## src/rtl/text_glyph_pipe.sv

```systemverilog
// Five-stage text-mode pixel generator: cell math -> VRAM fetch -> byte/lane select ->
// font ROM fetch -> glyph bit with inverse video and blinking cursor.
module text_glyph_pipe #(
   parameter int COLS         = 80,
   parameter int ROWS         = 30,
   parameter int CELL_W_LOG2  = 3,
   parameter int CELL_H_LOG2  = 4,
   parameter int CPW_LOG2     = 2,
   parameter int VRAM_AW      = 10,
   parameter int BLINK_FRAMES = 32
) (
   input  logic                          Clk,
   input  logic                          Reset,
   input  logic                          pix_valid_in,
   input  logic [9:0]                    drawX,
   input  logic [9:0]                    drawY,
   input  logic                          frame_start,
   input  logic                          cursor_en,
   input  logic [6:0]                    cursor_col,
   input  logic [4:0]                    cursor_row,
   output logic [VRAM_AW-1:0]            vram_addr,
   input  logic [(8<<CPW_LOG2)-1:0]      vram_data,
   output logic [7+CELL_H_LOG2-1:0]      font_addr,
   input  logic [(1<<CELL_W_LOG2)-1:0]   font_data,
   output logic [7:0]                    draw_code,
   output logic                          pixel_on,
   output logic                          pix_valid_out
);

   localparam int COL_W = 10 - CELL_W_LOG2;
   localparam int ROW_W = 10 - CELL_H_LOG2;
   localparam int LIN_W = 12;
   localparam int FC_W  = (BLINK_FRAMES > 1) ? $clog2(BLINK_FRAMES) : 1;

   logic [COL_W-1:0]       w_col;
   logic [ROW_W-1:0]       w_row;
   logic [LIN_W-1:0]       w_lin;
   logic                   w_blank;
   logic                   w_hit;
   logic [7:0]             w_code;
   logic [CELL_W_LOG2-1:0] w_fx_idx;
   logic                   w_fbit;
   logic                   w_show;

   logic [FC_W-1:0]        r_frame_cnt;
   logic                   r_blink;

   logic                   r1_valid, r2_valid, r3_valid, r4_valid;
   logic [CPW_LOG2-1:0]    r1_lane, r2_lane;
   logic [CELL_W_LOG2-1:0] r1_fx, r2_fx, r3_fx, r4_fx;
   logic [CELL_H_LOG2-1:0] r1_fy, r2_fy;
   logic                   r1_blank, r2_blank, r3_blank, r4_blank;
   logic                   r1_hit, r2_hit, r3_hit, r4_hit;
   logic [7:0]             r3_code, r4_code;

   assign w_col   = drawX[9:CELL_W_LOG2];
   assign w_row   = drawY[9:CELL_H_LOG2];
   assign w_lin   = LIN_W'(w_col) + LIN_W'(w_row) * LIN_W'(COLS);
   assign w_blank = (32'(w_col) >= COLS) || (32'(w_row) >= ROWS);
   assign w_hit   = cursor_en && (32'(w_col) == 32'(cursor_col))
                    && (32'(w_row) == 32'(cursor_row)) && r_blink;

   // Byte 0 of the packed word is the lowest character address.
   assign w_code   = vram_data[{r2_lane, 3'b000} +: 8];
   // Cell width is a power of two, so (width-1-fx) is just ~fx.
   assign w_fx_idx = ~r4_fx;
   assign w_fbit   = font_data[w_fx_idx];
   assign w_show   = r4_valid && !r4_blank;

   always_ff @(posedge Clk or negedge Reset) begin
      if (!Reset) begin
         r_frame_cnt <= '0;
         r_blink     <= 1'b1;
      end else if (frame_start) begin
         if (r_frame_cnt == FC_W'(BLINK_FRAMES - 1)) begin
            r_frame_cnt <= '0;
            r_blink     <= ~r_blink;
         end else begin
            r_frame_cnt <= r_frame_cnt + 1'b1;
         end
      end
   end

   always_ff @(posedge Clk or negedge Reset) begin
      if (!Reset) begin
         r1_valid  <= 1'b0;
         vram_addr <= '0;
         r1_lane   <= '0;
         r1_fx     <= '0;
         r1_fy     <= '0;
         r1_blank  <= 1'b0;
         r1_hit    <= 1'b0;
         r2_valid  <= 1'b0;
         r2_lane   <= '0;
         r2_fx     <= '0;
         r2_fy     <= '0;
         r2_blank  <= 1'b0;
         r2_hit    <= 1'b0;
      end else begin
         r1_valid  <= pix_valid_in;
         vram_addr <= VRAM_AW'(w_lin >> CPW_LOG2);
         r1_lane   <= w_lin[CPW_LOG2-1:0];
         r1_fx     <= drawX[CELL_W_LOG2-1:0];
         r1_fy     <= drawY[CELL_H_LOG2-1:0];
         r1_blank  <= w_blank;
         r1_hit    <= w_hit;
         r2_valid  <= r1_valid;
         r2_lane   <= r1_lane;
         r2_fx     <= r1_fx;
         r2_fy     <= r1_fy;
         r2_blank  <= r1_blank;
         r2_hit    <= r1_hit;
      end
   end

   always_ff @(posedge Clk or negedge Reset) begin
      if (!Reset) begin
         r3_valid  <= 1'b0;
         font_addr <= '0;
         r3_code   <= '0;
         r3_fx     <= '0;
         r3_blank  <= 1'b0;
         r3_hit    <= 1'b0;
         r4_valid  <= 1'b0;
         r4_code   <= '0;
         r4_fx     <= '0;
         r4_blank  <= 1'b0;
         r4_hit    <= 1'b0;
      end else begin
         r3_valid  <= r2_valid;
         font_addr <= {w_code[6:0], r2_fy};
         r3_code   <= w_code;
         r3_fx     <= r2_fx;
         r3_blank  <= r2_blank;
         r3_hit    <= r2_hit;
         r4_valid  <= r3_valid;
         r4_code   <= r3_code;
         r4_fx     <= r3_fx;
         r4_blank  <= r3_blank;
         r4_hit    <= r3_hit;
      end
   end

   always_ff @(posedge Clk or negedge Reset) begin
      if (!Reset) begin
         pix_valid_out <= 1'b0;
         pixel_on      <= 1'b0;
         draw_code     <= 8'h00;
      end else begin
         pix_valid_out <= r4_valid;
         pixel_on      <= w_show && (w_fbit ^ r4_code[7] ^ r4_hit);
         draw_code     <= w_show ? r4_code : 8'h00;
      end
   end

endmodule

```

## config.mk

```make
export PLATFORM = sky130hd
export DESIGN_NAME = text_glyph_pipe
export DESIGN_NICKNAME = d
export VERILOG_FILES = /design/src/rtl/text_glyph_pipe.sv
export SDC_FILE = /design/constraint.sdc
export NUM_CORES = 1
export LEC_CHECK = 0
export ABC_AREA = 1
export BUFFER_PORTS_ARGS = -buffer_cell sky130_fd_sc_hd__buf_2
export CAP_MARGIN = 15
export CORE_AREA = 2 2 85 79
export CTS_CLUSTER_SIZE = 25
export DETAILED_ROUTE_END_ITERATION = 12
export DIE_AREA = 0 0 87 81
export PLACE_DENSITY = 0.82
export RECOVER_POWER = 100
export SYNTH_ARGS = -nofsm -noshare
export SYNTH_HDL_FRONTEND = slang
export SYNTH_SLANG_ARGS = --single-unit
```

## constraint.sdc

```tcl
create_clock -name Clk -period 3.1 [get_ports Clk]
set_input_delay 0.465 -clock Clk [delete_from_list [all_inputs] [get_ports Clk]]
set_output_delay 0.465 -clock Clk [all_outputs]
set_load 0.05 [all_outputs]
```

==> reports/qor.yml <==
layout:
  area_delta_synth_final_pct: 22.0
  nets: 483
  antenna_cells: 0
  final_common_cell: "dfrtp_1"
  layout_common_cells: "dfrtp_1, buf_2, clkbuf_1, nor2_1, nand2_1"
  drive_gt1_share_pct: 21.8
timing:
  min_period_ns: 2.07
  setup_viol: 0
  finClkSkew_ns: 0.00759
  fmax_mhz: 484
  finalHoldViolations: 0
  finalSetupTns_ns: 0
  maxSlewHeadroom_pct: -25.6
  fin_crit_sh_pct: 66.7
  slew_viol_final: 83
  finalWorstSetupSlack_ns: 1.03
  rsz0062_at_grt: "false"
  tightest_slew_ns: 1.88
global_routing:
  grt.overflow.total: 0
  grt_util_all_layers_pct: 18.4
  grt_max_degree: 83
  grt_first_pass_wirelength_mm: 9.75
  antenna_found_initial: 0
  grt_pass1_vias: 2286
routing:
  drt_iter0_drc: 101
  viasPerCell: 4.99
  num_vias: 2344
  drc: 0
  postRouteAntennaNets: 0
  wirelength_mm: 5.96
  dr.pass1.iters: 6
  post_drt_wl_per_cell_um: 12.7
floorplan:
  fp.coreArea_um2: 6270
  io_pins: 108
  num_rows: 28
  die_h_um: 81
  die-area_um2: 7050
  initial_core_util_pct: 50.3
  die_w_um: 87
cts:
  htreeDepth: 3
  cts_buffers: 9
  cts.sinks: 82
  cts_setup_buffers: 0
  path_clk_slew_ns: 0.08
  cts_tree: "yes"
  clk_latency_ns: 0.34
  hold_buffers: 0
  cts_resized: 0
  root_buffer: "clkbuf_8"
  clk_path_buf_depth: 2
synthesis:
  synth_cell_types: 23
  synth_flop_cell: "dfrtp_1"
  syn_avg_cell_area_um2: 11.2
  yosysSeqAreaShare_pct: 65.0
  synth_top_family_by_area: "simple AND/OR/NAND/NOR gates"
  synth_edf_count: 0
  ys_warn_count: 0
  syn_area_um2: 3160
  synth-xor-area-share_pct: 3.88
  synth-seq-cells: 82
  synth_compound_area_share_pct: 6.54
  muxShareOfSynthArea_pct: 0.357
  synth_fa_ha_area_share_pct: 6.42
  yosys.area_share.simple_pct: 12.2
  synth_cells: 282
  syn_nets: 374
  async_flop_share_pct: 100
critical_path:
  crit_path_end_kind: "flop"
  reg2reg_depth: 3
  worstPathRequired_ns: 3.33
  r2r_slack_ns: 1.61
  path_class: "input port to flop"
  start_kind: "input port"
  r2r_start: "r2_lane[0]"
  r2r-end: "r3_code[6]"
  path_max_fanout: 5
  crit_arrival_ns: 2.30
placement:
  dp_hpwl_mm: 4.48
  gp_congestion: 0.838
  portBuffers: 107
  pre_cts_slack_ns: 0.815
power:
  power_density_nw_per_um2: 618
  power_leakage_nw: 1.94
  vdd_drop_max_uv: 268
  total_power_mw: 2.38
worst_hold_path:
  hold_path_startpoint: "pix_valid_in"
  worstHoldEndpoint: "r1_valid"
  whs_path_depth: 1
  hold_class: "input port to flop"
status:
  status: "finished, violations left"
  violations: "max-capacitance violations, max-slew violations"
job:
  maxCapViolCount: 1
## power breakdown
group / total (mW) / internal [mW] / switching, mW / leakage, nW
Combinational: 0.477 / 0.143 / 0.335 / 0.883
Sequential: 1.23 / 1.18 / 0.0519 / 0.978
Clock: 0.668 / 0.310 / 0.358 / 0.0770
## worst max-delay path, cell delays in order
cell      delay [ns]
clkbuf_1        0.25
ha_1            0.29
ha_1            0.23
fa_1            0.41
xor2_1          0.19
nand2_1         0.10
nor2_1          0.20
nand2_1         0.07
nand2_1         0.06
nand2_1         0.05
## through the flow
step	area (um2)	hold slack, ns	utilization (%)	std cells
after floorplan	3160	0.169	-	282
after global placement	3730	0.332	59.4	455
after detailed placement	3730	0.335	59.4	455
after CTS	3900	0.199	62.2	470
after global routing	3850	0.196	61.4	470
final	3850	0.225	61.4	470
## flip-flops by register name, indices dropped and copies added, names as in the netlist, 2 cells and up
signal,count
draw_code,8
font_addr,4
r1_fx,3
r1_fy,4
r1_lane,2
r2_fx,3
r2_fy,4
r2_lane,2
r3_code,8
r3_fx,3
r4_code,8
r4_fx,3
r_frame_cnt,5
vram_addr,10
## per-layer routing
| layer | wire length [um] | global-route usage [%] | part of all wire [%] | up-vias |
|---|---|---|---|---|
| li1 | - | - | - | 1123 |
| met2 | 2870 | 30.8 | 48 | 110 |
| met5 | 0 | 0 | 0 | - |
| met3 | 435 | 5.59 | 7.3 | 11 |
| met1 | 2540 | 21.7 | 43 | 1100 |
| met4 | 119 | 8.91 | 2.0 | 0 |
## Yosys cell counts, types with 3 or more instances
cell type	count	share of area, %
a21oi_1	5	0.79
buf_4	7	1.7
dfrtp_1	81	64
ha_1	13	5.2
inv_1	30	3.6
nand2_1	34	4.0
nand3_1	17	2.7
nor2_1	36	4.3
o21ai_0	21	3.3
o22ai_1	9	1.8
xnor2_1	3	0.83
xor2_1	11	3.1
## cell families (layout without fill, tap and decap cells)
logic type      Yosys count  in the layout
simple gates             93             93
flops                    82             82
buf+inv                  39            152
compound gates           38             38
fa+ha+maj                15             15
xor+xnor                 14             14
mux                       1              1
## worst max path at each step
stage             start            to  slack, ns
6_report       drawY[5]  vram_addr[9]       1.03
5_1_grt        drawY[5]  vram_addr[9]       0.90
4_1_cts        drawY[5]  vram_addr[9]       1.18
3_5_place_dp   drawY[5]  vram_addr[9]       0.82
3_3_place_gp   drawY[5]  vram_addr[9]       0.88
2_1_floorplan  drawY[5]  vram_addr[9]       1.11
## final cells by class
class / count / area (um2)
inverters: 30 / 113
repair buffers: 107 / 488
fillers: 519 / 2420
clock inverters: 5 / 38.8
well taps: 75 / 93.8
multi-input cells: 161 / 926
clock buffers: 10 / 138
flip-flops and latches: 82 / 2050
No activity file was read; power rests on OpenSTA's default activity.
